## src/rtl/mipi_csi2_pkt_protect_if.sv

```systemverilog
// Byte-stream bundle for mipi_csi2_pkt_protect.
//   in_valid/in_sop/in_data/in_ready        : raw packet bytes from the sequencer
//   out_valid/out_sop/out_eop/out_data/out_ready : protected stream to the PHY
// slave  : view taken by the protect block
// master : view taken by whatever drives the raw side and sinks the output
interface mipi_csi2_pkt_protect_if;
  logic       in_valid;
  logic       in_sop;
  logic [7:0] in_data;
  logic       in_ready;
  logic       out_valid;
  logic       out_sop;
  logic       out_eop;
  logic [7:0] out_data;
  logic       out_ready;

  modport slave (
    input  in_valid, in_sop, in_data, out_ready,
    output in_ready, out_valid, out_sop, out_eop, out_data
  );

  modport master (
    output in_valid, in_sop, in_data, out_ready,
    input  in_ready, out_valid, out_sop, out_eop, out_data
  );
endinterface

```

## src/rtl/mipi_csi2_pkt_protect.sv

```systemverilog
// CSI-2 packet protection stage (high-speed byte domain).
// Takes raw packets (DI, WC lo, WC hi, payload), inserts the header ECC after
// the third byte and, for long packets, appends the payload CRC (LSB first).
// Optional feature macro: MIPI_CSI2_CRC_EN. When undefined the CRC datapath is
// absent and both checksum bytes are sent as 0x00; framing/timing are unchanged.
// Ports:
//   clk_hs  : byte clock
//   resetb  : asynchronous active-low reset
//   enable  : low holds the block idle, flushes the output, stalls the input
//   bus     : in_* / out_* byte streams (slave modport)
//   err_cnt : saturating count of aborted / orphaned packets
module mipi_csi2_pkt_protect #(
  parameter int ERR_CNT_WIDTH = 8
) (
  input  logic                     clk_hs,
  input  logic                     resetb,
  input  logic                     enable,
  mipi_csi2_pkt_protect_if.slave   bus,
  output logic [ERR_CNT_WIDTH-1:0] err_cnt
);

  typedef enum logic [2:0] {S_IDLE, S_HDR, S_ECC, S_PAY, S_CRC0, S_CRC1} state_t;

  state_t      state;
  logic [23:0] hdr;      // {WC hi, WC lo, DI}; bytes not yet seen stay zero
  logic        hdr_hi;   // next header byte is WC hi
  logic [15:0] pay_cnt;
  logic        drop;     // orphan bytes already counted / packet discarded
  logic [15:0] crc;
  logic        adv;
  logic        in_state;
  logic        hold_sop;
  logic        err_inc;
  logic        is_long;
  logic [15:0] wc;

  function automatic logic [7:0] hdr_ecc(input logic [23:0] d);
    return {2'b00,
            ^(d & 24'hEFFC00), ^(d & 24'hDF03F0), ^(d & 24'hB8E38E),
            ^(d & 24'h749A6D), ^(d & 24'hF2555B), ^(d & 24'hF12CB7)};
  endfunction

  always_comb begin
    adv      = enable && (!bus.out_valid || bus.out_ready);
    in_state = (state == S_IDLE) || (state == S_HDR) || (state == S_PAY);
    // A new SOP inside a packet truncates it; the SOP byte waits until the
    // truncated packet has been closed.
    hold_sop = bus.in_valid && bus.in_sop && ((state == S_HDR) || (state == S_PAY));
    err_inc  = adv && (hold_sop ||
               ((state == S_IDLE) && bus.in_valid && !bus.in_sop && !drop));
    is_long  = |hdr[5:4];
    wc       = hdr[23:8];
  end

  assign bus.in_ready = adv && in_state && !hold_sop;

`ifdef MIPI_CSI2_CRC_EN
  function automatic logic [15:0] crc_next(input logic [15:0] c, input logic [7:0] d);
    logic [15:0] r;
    r = c;
    for (int unsigned i = 0; i < 8; i++) begin
      if (r[0] ^ d[i]) r = (r >> 1) ^ 16'h8408;
      else             r = r >> 1;
    end
    return r;
  endfunction

  always_ff @(posedge clk_hs or negedge resetb) begin
    if (!resetb) begin
      crc <= 16'hFFFF;
    end else if (bus.in_valid && bus.in_ready) begin
      if ((state == S_IDLE) && bus.in_sop) crc <= 16'hFFFF;
      else if (state == S_PAY)             crc <= crc_next(crc, bus.in_data);
    end
  end
`else
  assign crc = '0;
`endif

  always_ff @(posedge clk_hs or negedge resetb) begin
    if (!resetb)                          err_cnt <= '0;
    else if (err_inc && (err_cnt != '1))  err_cnt <= err_cnt + ERR_CNT_WIDTH'(1);
  end

  always_ff @(posedge clk_hs or negedge resetb) begin
    if (!resetb) begin
      state         <= S_IDLE;
      hdr           <= '0;
      hdr_hi        <= 1'b0;
      pay_cnt       <= '0;
      drop          <= 1'b0;
      bus.out_valid <= 1'b0;
      bus.out_sop   <= 1'b0;
      bus.out_eop   <= 1'b0;
      bus.out_data  <= '0;
    end else if (!enable) begin
      // Remaining bytes of a packet cut off here are discarded silently.
      if (state != S_IDLE) drop <= 1'b1;
      state         <= S_IDLE;
      bus.out_valid <= 1'b0;
      bus.out_sop   <= 1'b0;
      bus.out_eop   <= 1'b0;
    end else if (adv) begin
      bus.out_valid <= 1'b0;
      bus.out_sop   <= 1'b0;
      bus.out_eop   <= 1'b0;
      case (state)
        S_IDLE: begin
          if (bus.in_valid) begin
            if (bus.in_sop) begin
              bus.out_valid <= 1'b1;
              bus.out_sop   <= 1'b1;
              bus.out_data  <= bus.in_data;
              hdr           <= {16'h0000, bus.in_data};
              hdr_hi        <= 1'b0;
              drop          <= 1'b0;
              state         <= S_HDR;
            end else begin
              drop <= 1'b1;
            end
          end
        end
        S_HDR: begin
          if (hold_sop) begin
            bus.out_valid <= 1'b1;
            bus.out_eop   <= 1'b1;
            bus.out_data  <= hdr_ecc(hdr);
            state         <= S_IDLE;
          end else if (bus.in_valid) begin
            bus.out_valid <= 1'b1;
            bus.out_data  <= bus.in_data;
            if (!hdr_hi) begin
              hdr[15:8] <= bus.in_data;
              hdr_hi    <= 1'b1;
            end else begin
              hdr[23:16] <= bus.in_data;
              state      <= S_ECC;
            end
          end
        end
        S_ECC: begin
          bus.out_valid <= 1'b1;
          bus.out_data  <= hdr_ecc(hdr);
          if (!is_long) begin
            bus.out_eop <= 1'b1;
            state       <= S_IDLE;
          end else if (wc == 16'h0000) begin
            state <= S_CRC0;
          end else begin
            pay_cnt <= wc;
            state   <= S_PAY;
          end
        end
        S_PAY: begin
          // On truncation the low CRC byte goes out in the same cycle.
          if (hold_sop) begin
            bus.out_valid <= 1'b1;
            bus.out_data  <= crc[7:0];
            state         <= S_CRC1;
          end else if (bus.in_valid) begin
            bus.out_valid <= 1'b1;
            bus.out_data  <= bus.in_data;
            pay_cnt       <= pay_cnt - 16'd1;
            if (pay_cnt == 16'd1) state <= S_CRC0;
          end
        end
        S_CRC0: begin
          bus.out_valid <= 1'b1;
          bus.out_data  <= crc[7:0];
          state         <= S_CRC1;
        end
        S_CRC1: begin
          bus.out_valid <= 1'b1;
          bus.out_eop   <= 1'b1;
          bus.out_data  <= crc[15:8];
          state         <= S_IDLE;
        end
        default: state <= S_IDLE;
      endcase
    end
  end

endmodule
```

## src/flat_wrapper.sv

```systemverilog
// flat-port wrapper written by rule: the top's interface ports become plain ports
module mipi_csi2_pkt_protect_flat 
#(
  parameter int ERR_CNT_WIDTH = 8
)
  (clk_hs, resetb, enable, err_cnt, bus_in_valid, bus_in_sop, bus_in_data, bus_out_ready, bus_in_ready, bus_out_valid, bus_out_sop, bus_out_eop, bus_out_data);
  mipi_csi2_pkt_protect_if bus_i ();
  input  logic clk_hs;
  input  logic resetb;
  input  logic enable;
  output logic [ERR_CNT_WIDTH-1:0] err_cnt;
  input wire logic [$bits(bus_i.in_valid)-1:0] bus_in_valid;
  input wire logic [$bits(bus_i.in_sop)-1:0] bus_in_sop;
  input wire logic [$bits(bus_i.in_data)-1:0] bus_in_data;
  input wire logic [$bits(bus_i.out_ready)-1:0] bus_out_ready;
  output wire logic [$bits(bus_i.in_ready)-1:0] bus_in_ready;
  output wire logic [$bits(bus_i.out_valid)-1:0] bus_out_valid;
  output wire logic [$bits(bus_i.out_sop)-1:0] bus_out_sop;
  output wire logic [$bits(bus_i.out_eop)-1:0] bus_out_eop;
  output wire logic [$bits(bus_i.out_data)-1:0] bus_out_data;
  assign bus_i.in_valid = bus_in_valid;
  assign bus_i.in_sop = bus_in_sop;
  assign bus_i.in_data = bus_in_data;
  assign bus_i.out_ready = bus_out_ready;
  assign bus_in_ready = bus_i.in_ready;
  assign bus_out_valid = bus_i.out_valid;
  assign bus_out_sop = bus_i.out_sop;
  assign bus_out_eop = bus_i.out_eop;
  assign bus_out_data = bus_i.out_data;
  mipi_csi2_pkt_protect #(.ERR_CNT_WIDTH(ERR_CNT_WIDTH)) u_core (.clk_hs(clk_hs), .resetb(resetb), .enable(enable), .bus(bus_i), .err_cnt(err_cnt));
endmodule
```

## config.mk

```make
export PLATFORM = sky130hd
export DESIGN_NAME = mipi_csi2_pkt_protect_flat
export DESIGN_NICKNAME = d
export VERILOG_FILES = /design/src/rtl/mipi_csi2_pkt_protect_if.sv /design/src/rtl/mipi_csi2_pkt_protect.sv /design/src/flat_wrapper.sv
export SDC_FILE = /design/constraint.sdc
export NUM_CORES = 1
export LEC_CHECK = 0
export BUFFER_PORTS_ARGS = -buffer_cell sky130_fd_sc_hd__buf_4
export CAP_MARGIN = 20
export CORE_ASPECT_RATIO = 1.1
export CORE_MARGIN = 2
export CORE_UTILIZATION = 46
export CTS_CLUSTER_DIAMETER = 60
export CTS_CLUSTER_SIZE = 20
export DETAILED_ROUTE_END_ITERATION = 8
export HOLD_SLACK_MARGIN = 0.06
export PLACE_DENSITY = 0.66
export SETUP_SLACK_MARGIN = 0.3
export SYNTH_ARGS = -nofsm -noshare
export SYNTH_HDL_FRONTEND = slang
export SYNTH_SLANG_ARGS = --single-unit
```

## constraint.sdc

```tcl
create_clock -name clk_hs -period 2.43 [get_ports clk_hs]
set_clock_uncertainty 0.05 [all_clocks]
set_input_delay 0.1215 -clock clk_hs [delete_from_list [all_inputs] [get_ports clk_hs]]
set_output_delay 0.1215 -clock clk_hs [all_outputs]
set_load 0.02 [all_outputs]
```

==> flow_metrics.tcl, run 1 <==
set metrics [dict create \
    status "complete, no violations" \
    min_path_cells 4 \
    ant_nets 0 \
    end_kind "flop" \
    tightest_slew_ps 829 \
    yosysUniqueCellTypes 62 \
    io_pins 34 \
    rsz0062_at_grt "true" \
    row_count 36 \
    worstReg2RegEnd "u_core.bus.out_data[5]$_DFFE_PN0P_" \
    start_util_pct 47.0 \
    grt_pass1_vias 3171 \
    ff2ff_path_depth 8 \
    coreArea_um2 8780 \
    track_usage_pct 21.6 \
    cts_buffer_depth 2 \
    synth.yosys.seq_area_share_pct 38.8 \
    fin_hold_ws_ps 195 \
    r2r_setup_slack_ps 370 \
    ys_ff_latch 64 \
    dp_hpwl_um 7260 \
    vdd_ir_drop_max_v 0.00107 \
    total_power_mw 7.63 \
    htreeDepth 3 \
    place.port_buffers 33 \
    cap_violations 0 \
    gp_congestion 0.837 \
    post-synth-top-area-cell "dfrtp_1" \
    cellLeakagePower_nw 2.14 \
    syn_inst 421 \
    finalNetCount 500 \
    cts_inserted_buffers 9 \
    synthTopCellsByCount "dfrtp_1 (64), xnor2_1 (37), nor2_1 (29)" \
    syn2layout_area_growth_pct 19.4 \
    die_h_um 103 \
    die_w_um 94.3 \
    crit_required_ps 2640 \
    critical_path_class "reg2reg" \
    synth_warnings 0 \
    dr.pass1.iters 4 \
    synth_flop_cell "dfrtp_1" \
    cts_tree "yes" \
    syn_avg_cell_area_um2 9.80 \
    synth.most_common_cell "dfrtp_1" \
    setup_violations 0 \
    drt_wl_total_um 10100 \
    grt_pass1_wl_um 16100 \
    slew_headroom_pct 44.7 \
    async_flop_share_pct 100 \
    vias 3365 \
    r2r-start "u_core.hdr[23]$_DFFE_PN0P_" \
    clock_sinks 64 \
    syn_nets 447 \
    drc 0 \
    fp.dieArea_um2 9740 \
    crit_fanout 3 \
    drive_above_1_share_pct 20.5 \
    p_per_area_nw_per_um2 1550 \
    finalWorstSetupSlack_ps 367 \
    post-place-ws_ps 288 \
    hold_start "bus_out_ready" \
    viasPerCell 5.67 \
    antenna_cells 0 \
    overflow 0 \
    clock_latency_ps 360 \
    grt_max_degree 65 \
    hold_viol_final 0 \
    slew_viol_final 0 \
    drt_iter0_drc 175 \
    path_clk_slew_ps 70 \
    holdCritPathClass "in2reg" \
    period_needed_ps 2060 \
    wire_per_inst_um 16.9 \
    cts_root_buffer "clkbuf_8" \
    synth_area_leaders "dfrtp_1 (39%), xnor2_1 (7.9%), mux2_1 (6.8%)" \
    fmax_ghz 0.485 \
    fin_tns_setup_ps 0 \
    netlist.area_leader.share_pct 38.8 \
    grt_antenna_before_repair 0 \
    setup.worst_path.start_class "flop" \
    worstPathArrival_ps 2270 \
    synth-edff-count 0 \
    syn_area_um2 4120 \
    holdPathEnd "u_core.bus.out_eop$_DFFE_PN0P_" \
    fin_crit_sh_pct 84.9 \
]
[logic make-up after synthesis]
kind of cell	count (synthesis)	share of synthesized area [%]
mux	28	7.55
xor+xnor	46	10.4
flops	64	38.8
compound gates	103	17.1
buf+inv	48	5.67
simple gates	120	16.8
fa+ha+maj	12	3.64
[power breakdown]
group	leakage (nW)	internal, mW	switching [mW]
sequential	0.822	1.48	0.526
combinational	1.22	2.30	2.28
clock	0.106	0.604	0.442
[worst max path at each step]
stage	from	to	cells after the start
after global routing	u_core.pay_cnt[1]$_DFFE_PN0P_	u_core.pay_cnt[14]$_DFFE_PN0P_	7
final	u_core.hdr[23]$_DFFE_PN0P_	u_core.bus.out_data[5]$_DFFE_PN0P_	8
after global placement	u_core.pay_cnt[12]$_DFFE_PN0P_	u_core.state[1]$_DFFE_PN0P_	5
after floorplan	u_core.hdr[22]$_DFFE_PN0P_	u_core.bus.out_data[0]$_DFFE_PN0P_	7
after detailed placement	u_core.hdr[22]$_DFFE_PN0P_	u_core.bus.out_data[0]$_DFFE_PN0P_	7
after CTS	u_core.hdr[22]$_DFFE_PN0P_	u_core.bus.out_data[0]$_DFFE_PN0P_	7
[through the flow]
stage | utilization, % | cells | cell area (µm²)
floorplan | - | 421 | 4120
global placement | 51.1 | 561 | 4490
detailed placement | 51.1 | 561 | 4490
CTS | 55.0 | 588 | 4830
global route | 56.1 | 593 | 4920
finish | 56.1 | 593 | 4920
[layout make-up]
type	count	area, µm²
Tap cell	114	143
Fill cell	785	3860
Multi-Input combinational cell	309	2350
Timing Repair Buffer	63	500
Clock inverter	5	80.1
Sequential cell	64	1610
Inverter	27	101
Clock buffer	11	141
[cells in the final DEF, fill, tap and decap left out, drive strengths merged, types with 3 or more instances in the layout]
cell	instances
dfrtp	64
buf	52
xnor2	37
nor2	30
inv	27
a21oi	27
mux2	25
o21ai	21
nand2	18
nor3	13
ha	12
a22oi	11
dlygate4sd3	11
clkbuf	11
and2	10
nand2b	9
nand4	9
o31ai	7
xor2	7
nor4	7
a31oi	6
nand3	5
o22a	5
and3	5
a211oi	4
nor2b	3
mux2i	3
nor3b	3
[state kept, by name (all words and copies together) (netlist names)]
register	flops
u_core.bus.out_data	8
u_core.bus.out_eop	1
u_core.bus.out_sop	1
u_core.bus.out_valid	1
u_core.drop	1
u_core.err_cnt	8
u_core.hdr	24
u_core.hdr_hi	1
u_core.pay_cnt	16
u_core.state	3
[worst max-delay path, stage by stage (launching register included)]
cell and delay, ps:
dfrtp_1 410, inv_1 100, ha_2 310, xnor2_2 170, buf_4 140, xnor2_1 120, xnor2_1 290, a21oi_1 120
o31ai_1 260
[per-layer routing]
| layer | wire (µm) | part of all wire, % | vias up | global-route usage, % |
|---|---|---|---|---|
| met4 | 275 | 2.7 | 0 | 10.4 |
| met2 | 4990 | 50 | 81 | 35.7 |
| li1 | - | - | 1604 | - |
| met1 | 4480 | 45 | 1655 | 28.0 |
| met3 | 309 | 3.1 | 25 | 3.26 |
| met5 | 0 | 0 | - | 0 |
[what timing repair did]
item | CTS | global route
resized for setup | 2 | 14
pin swaps | 0 | 6
endpoints found under the hold margin | 81 | 0
setup endpoints to repair | 2 | 13
buffers inserted | 0 | 5
hold buffers | 11 | 0
No activity file was read; power rests on OpenSTA's default activity.
==> run 2, diff against run 1 <==
--- a/config.mk
+++ b/config.mk
@@ -5,6 +5,7 @@
 export SDC_FILE = /design/constraint.sdc
 export NUM_CORES = 1
 export LEC_CHECK = 0
+export ABC_AREA = 1
 export BUFFER_PORTS_ARGS = -buffer_cell sky130_fd_sc_hd__buf_4
 export CAP_MARGIN = 20
 export CORE_ASPECT_RATIO = 1.1
==> constraint.sdc (replaced) <==
create_clock -name clk_hs -period 2.2 [get_ports clk_hs]
set_clock_uncertainty 0.05 [all_clocks]
set_input_delay 0.11 -clock clk_hs [delete_from_list [all_inputs] [get_ports clk_hs]]
set_output_delay 0.11 -clock clk_hs [all_outputs]
set_load 0.02 [all_outputs]
==> run 2 against run 1 <==
Compared with the run above: clock power about the same; final cell count increased by 50%; utilization grew 2.3 points; combinational power increased by 39%; wire length up 32%; power up 25%; final area is 16% higher; maximum frequency grew 8.2%; count of clock-buffer cells in the layout is 1 lower; highest routed layer unchanged.
==> flow_metrics.tcl, run 2 <==
set metrics [dict create \
    status "complete, no violations" \
    dr.pass1.iters 6 \
    ff2ff_path_depth 11 \
    place.port_buffers 33 \
    vdd_ir_drop_max_v 0.000958 \
    synth.yosys.seq_area_share_pct 35.2 \
    gp_congestion 0.871 \
    placed_area_um2 4900 \
    synth_area_leaders "dfrtp_1 (35%), nand2_1 (20%), inv_1 (7.6%)" \
    vias 4740 \
    fin_crit_sh_pct 86.6 \
    end_kind "flop" \
    ant_nets 0 \
    synth_warnings 0 \
    crit_start "u_core.hdr[12]$_DFFE_PN0P_" \
    finalWorstSetupSlack_ps 294 \
    final_common_cell "nand2_1" \
    row_count 38 \
    synth_flop_cell "dfrtp_1" \
    layout_common_cells "nand2_1 (235), inv_1 (77), buf_4 (73), dfrtp_1 (61), nand3_1 (52)" \
    setup_violations 0 \
    dp_hpwl_um 8890 \
    critical_path_class "reg2reg" \
    fmax_ghz 0.525 \
    syn2layout_area_growth_pct 25.1 \
    syn_avg_cell_area_um2 6.69 \
    tightest_slew_ps 833 \
    slew_viol_final 0 \
    post-place-ws_ps 171 \
    period_needed_ps 1910 \
    top_register "u_core.hdr" \
    post-synth-top-area-cell "dfrtp_1" \
    wire_per_inst_um 14.9 \
    path_clk_slew_ps 80 \
    cts_inserted_buffers 9 \
    grt_pass1_vias 4253 \
    track_usage_pct 23.8 \
    largest_register_ff_count 24 \
    async_flop_share_pct 100 \
    clock_latency_ps 370 \
    worstPathArrival_ps 2090 \
    die_h_um 108 \
    slew_headroom_pct 44.5 \
    htreeDepth 3 \
    r2r-start "u_core.hdr[12]$_DFFE_PN0P_" \
    finalNetCount 791 \
    gr-usage-met3_pct 3.49 \
    fp.dieArea_um2 10700 \
    viasPerCell 5.33 \
    drc 0 \
    crit_required_ps 2390 \
    cellLeakagePower_nw 2.94 \
    crit_fanout 7 \
    grt_max_degree 65 \
    cts_root_buffer "clkbuf_8" \
    worstSetupEndpoint "u_core.pay_cnt[8]$_DFFE_PN0P_" \
    setup.worst_path.start_class "flop" \
    final_cell_area_um2 5690 \
    holdCritPathClass "in2reg" \
    total_power_mw 9.53 \
    fin_tns_setup_ps 0 \
    use_met2_pct 37.3 \
    worstReg2RegEnd "u_core.pay_cnt[8]$_DFFE_PN0P_" \
    cts_tree "yes" \
    p_per_area_nw_per_um2 1680 \
    clock_sinks 64 \
    yosysUniqueCellTypes 35 \
    synth.most_common_cell "nand2_1" \
    use_met1_pct 32.3 \
    drt_iter0_drc 387 \
    die_w_um 98.8 \
    busiest_layer "met2" \
    rsz0062_at_grt "true" \
    syn_area_um2 4550 \
    synthTopCellsByCount "nand2_1 (237), inv_1 (92), dfrtp_1 (64)" \
    antenna_cells 0 \
    synth-edff-count 0 \
    r2r_setup_slack_ps 290 \
    largestRegisters "u_core.hdr (24), u_core.pay_cnt (16)" \
    cap_violations 0 \
    cts_buffer_depth 2 \
    syn_inst 680 \
    syn_nets 706 \
    netlist.area_leader.share_pct 35.2 \
    drt_wl_total_um 13200 \
    drive_above_1_share_pct 19.5 \
    ys_ff_latch 64 \
    grt_pass1_wl_um 20300 \
    hold_viol_final 0 \
    coreArea_um2 9750 \
    start_util_pct 46.6 \
    overflow 0 \
    grt_antenna_before_repair 0 \
    io_pins 34 \
]
## run 2: cell count changes in the layout (fill, tap and decap cells not counted), sizes merged, moves of 8 or more
cell	before	now
o21ai	21	60
nand2b	9	1
nand2	18	240
nand3	5	56
mux2	25	0
nor2	30	52
buf	52	78
inv	27	94
and2	10	0
xnor2	37	13
a22oi	11	2
## run 2: metrics by stage
| stage | instances | util (%) | hold WS (ps) |
|---|---|---|---|
| floorplan | 680 | - | -236 |
| global placement | 824 | 50.3 | 217 |
| detailed placement | 824 | 50.3 | 221 |
| CTS | 854 | 53.8 | 64.1 |
| global route | 890 | 58.4 | 84.4 |
| finish | 890 | 58.4 | 62.2 |
## run 2: kinds of logic after synthesis
| logic type | share of synthesized area [%] |
|---|---|
| and+or+nand+nor | 33.5 |
| buffers and inverters | 10.0 |
| AOI/OAI and AO/OA | 12.9 |
| DFF | 35.2 |
| xor gates and xnor gates | 5.01 |
| adders and majority gates | 3.30 |
## run 2: how the worst min path moves through the flow
| stage | from | endpoint | slack (ps) | depth (start not counted) |
|---|---|---|---|---|
| after global routing | bus_in_data[4] | u_core.hdr[4]$_DFFE_PN0P_ | 80 | 3 |
| after global placement | resetb | u_core.pay_cnt[11]$_DFFE_PN0P_ | 220 | 1 |
| after CTS | bus_in_data[7] | u_core.hdr[7]$_DFFE_PN0P_ | 60 | 3 |
| final | bus_in_data[7] | u_core.hdr[7]$_DFFE_PN0P_ | 60 | 3 |
| after floorplan | resetb | u_core.bus.out_data[0]$_DFFE_PN0P_ | -240 | 0 |
| after detailed placement | resetb | u_core.pay_cnt[11]$_DFFE_PN0P_ | 220 | 1 |
## run 2: repair_timing
| item | 4_1_cts | 5_1_grt |
|---|---|---|
| hold buffers | 9 | 0 |
| gates resized for setup | 7 | 53 |
| buffers inserted | 5 | 33 |
| gates cloned | 0 | 3 |
| endpoints found under the setup margin | 43 | 62 |
| pin swaps | 0 | 11 |
| hold endpoints to repair | 80 | 0 |
## run 2: layout make-up
type	count	area, µm²
fill	896	4060
inverter	95	368
tap	120	150
clock inverter	6	58.8
timing repair buffer	89	771
clock buffer	10	128
sequential	64	1610
multi-input combinational	506	2610
## run 2: where the power goes
group          switching (mW)  internal [mW]
clock                   0.512          0.520
combinational            3.80           2.56
sequential              0.491           1.65
## run 2: critical path, stage by stage, from the launching register on
cell	delay, ps
dfrtp_1	400
inv_2	60
ha_1	200
nand2_1	70
nor2_1	50
nand2_1	100
o21ai_2	90
nor2_4	290
clkinv_4	160
buf_4	170
nand2_1	50
o21ai_0	80
## run 2: metal layers
layer	wire, µm	vias to the layer above
met5	0	-
met4	349	0
met3	708	25
met2	6360	167
met1	5810	2215
li1	-	2333
==> run 3, diff against run 2 <==
--- a/config.mk
+++ b/config.mk
@@ -8,7 +8,6 @@
 export ABC_AREA = 1
 export BUFFER_PORTS_ARGS = -buffer_cell sky130_fd_sc_hd__buf_4
 export CAP_MARGIN = 20
-export CORE_ASPECT_RATIO = 1.1
 export CORE_MARGIN = 2
 export CORE_UTILIZATION = 46
 export CTS_CLUSTER_DIAMETER = 60
==> run 3 against run 2 <==
Compared with the run above: count of clock-buffer cells in the layout is 1 higher; final area hardly changed; global-route usage is 0.51 points higher; utilization is 0.42 points higher; highest routed layer unchanged; die area hardly changed; sequential power hardly changed; sequential share of layout area is 0.063 points lower; critical path type unchanged; critical path depth is 4 lower; final cell count is 1.0% higher; largest power group unchanged; clock power is 25% higher.
==> flow_metrics.tcl, run 3 (synthesized netlist as in run 2, its figures left out) <==
set metrics [dict create \
    status "complete, no violations" \
    fillers 887 \
    ant_nets 0 \
    use_met1_pct 32.3 \
    htreeDepth 3 \
    cts_root_buffer "clkbuf_8" \
    setup.worst_path.start_class "flop" \
    vias 4719 \
    setup_violations 0 \
    holdPathEnd "u_core.drop$_DFFE_PN0P_" \
    finalNetCount 787 \
    die_h_um 103 \
    slew_headroom_pct 43.2 \
    drive_above_1_share_pct 18.4 \
    start_util_pct 47.0 \
    rsz0062_at_grt "true" \
    coreArea_um2 9680 \
    gr-usage-met3_pct 4.70 \
    critical_path_class "reg2reg" \
    top_register "u_core.hdr" \
    switching_share_pct 49.2 \
    r2r-start "u_core.state[1]$_DFFE_PN0P_" \
    place.port_buffers 33 \
    clock_latency_ps 360 \
    crit_fanout 8 \
    end_kind "flop" \
    fin_crit_sh_pct 83.9 \
    internal_power_mw 4.86 \
    switching_power_mw 4.72 \
    dp.cells 838 \
    cellLeakagePower_nw 2.93 \
    worst_path_max_delay_cell "dfrtp_1" \
    slew_viol_final 0 \
    cts_inserted_buffers 9 \
    drt_iter0_drc 207 \
    final_cell_area_um2 5690 \
    wire_per_inst_um 14.4 \
    gp_congestion 0.923 \
    period_needed_ps 1850 \
    ff2ff_path_depth 7 \
    drc 0 \
    grt_antenna_before_repair 0 \
    crit_required_ps 2430 \
    fmax_ghz 0.541 \
    hold_start "bus_in_valid" \
    clock_sinks 64 \
    busiest_layer "met2" \
    placed_area_um2 4920 \
    io_pins 34 \
    p_per_area_nw_per_um2 1680 \
    use_met2_pct 39.4 \
    crit_family "buffers and inverters" \
    dp_hpwl_um 9070 \
    vdd_ir_drop_max_v 0.000789 \
    cap_violations 0 \
    tightest_slew_ps 852 \
    seqPwrFrac_pct 22.3 \
    fin_cells 899 \
    row_count 36 \
    grt_max_degree 65 \
    grt_pass1_vias 4233 \
    worstPathCellList "buf_4, inv_1, nor2_4, clkinvlp_4, nor3_1, a21oi_1, o22ai_1" \
    overflow 0 \
    fp.dieArea_um2 10700 \
    cts_buffer_depth 2 \
    cp_slowest_stage_delay_ps 370 \
    largestRegisters "u_core.hdr (24), u_core.pay_cnt (16)" \
    holdCritPathClass "in2reg" \
    dr.pass1.iters 5 \
    cts_tree "yes" \
    final_common_cell "nand2_1" \
    drt_wl_total_um 12900 \
    r2r_setup_slack_ps 350 \
    track_usage_pct 24.3 \
    antenna_cells 0 \
    worstReg2RegEnd "u_core.pay_cnt[3]$_DFFE_PN0P_" \
    worstPathArrival_ps 2080 \
    viasPerCell 5.25 \
    hold_viol_final 0 \
    min_path_cells 3 \
    total_power_mw 9.58 \
    path_clk_slew_ps 80 \
    combPwrFrac_pct 64.2 \
    clockPowerShare_pct 13.4 \
    grt_pass1_wl_um 19900 \
    syn2layout_area_growth_pct 25.2 \
    crit_start "u_core.state[1]$_DFFE_PN0P_" \
    layout_common_cells "nand2_1 (234), inv_1 (80), buf_4 (70), dfrtp_1 (63), o21ai_0 (50)" \
    die_w_um 103 \
    largest_register_ff_count 24 \
    fin_tns_setup_ps 0 \
    path_buf_inv 3 \
]
==> run 3: worst register-to-register path, delay by kind of cell (launching register included) <==
family,cells,cell delay [ps]
flops,1,370
simple gates,2,520
compound gates,2,290
buf+inv,3,550
==> run 3: cell type report <==
type	count	area, µm²	area share, %
Timing Repair Buffer	83	668	11.7
Tap cell	133	166	2.92
Inverter	95	369	6.48
Sequential cell	64	1600	28.2
Clock buffer	11	141	2.48
Timing Repair inverter	2	13.8	0.242
Clock inverter	5	104	1.82
Multi-Input combinational cell	506	2630	46.2
==> run 3: worst max-delay path by stage <==
stage | end | slack [ps] | depth (start not counted)
final | u_core.pay_cnt[3]$_DFFE_PN0P_ | 350 | 7
after global routing | u_core.bus.out_data[1]$_DFFE_PN0P_ | 200 | 15
after CTS | u_core.bus.out_data[2]$_DFFE_PN0P_ | 310 | 15
after detailed placement | u_core.pay_cnt[6]$_DFFE_PN0P_ | 10 | 11
after global placement | u_core.pay_cnt[6]$_DFFE_PN0P_ | 80 | 11
after floorplan | u_core.bus.out_data[1]$_DFFE_PN0P_ | 380 | 16
==> run 3: what timing repair did <==
| item | in CTS | in global routing |
|---|---|---|
| hold buffers | 10 | 0 |
| gates cloned | 0 | 3 |
| gates resized for setup | 8 | 38 |
| setup buffers | 5 | 27 |
| endpoints found under the hold margin | 80 | 0 |
| endpoints found under the setup margin | 29 | 60 |
| pin swaps | 2 | 8 |
==> run 3: power groups by stage <==
stage	Combinational, mW	Clock (mW)	Sequential [mW]
finish	6.15	1.29	2.14
global route	6.89	1.35	2.20
CTS	5.48	1.30	2.13
detailed placement	5.33	0	2.14
global placement	5.26	0	2.12
floorplan	3.92	0	2.16
==> run 3: routing by layer <==
metal	part of all wire (%)	wire [µm]
met1	45	5840
met4	2.3	301
met5	0	0
met3	5.6	725
met2	47	6040
==> run 3: metrics by stage <==
stage                     utilization (%)  worst slack (ps)  hold slack [ps]
final                                58.8               353             69.4
after global routing                 58.8               197             73.0
after CTS                            55.3               306             61.8
after detailed placement             50.8              10.9              231
after global placement               50.8              75.6              227
after floorplan                         -               380             -236
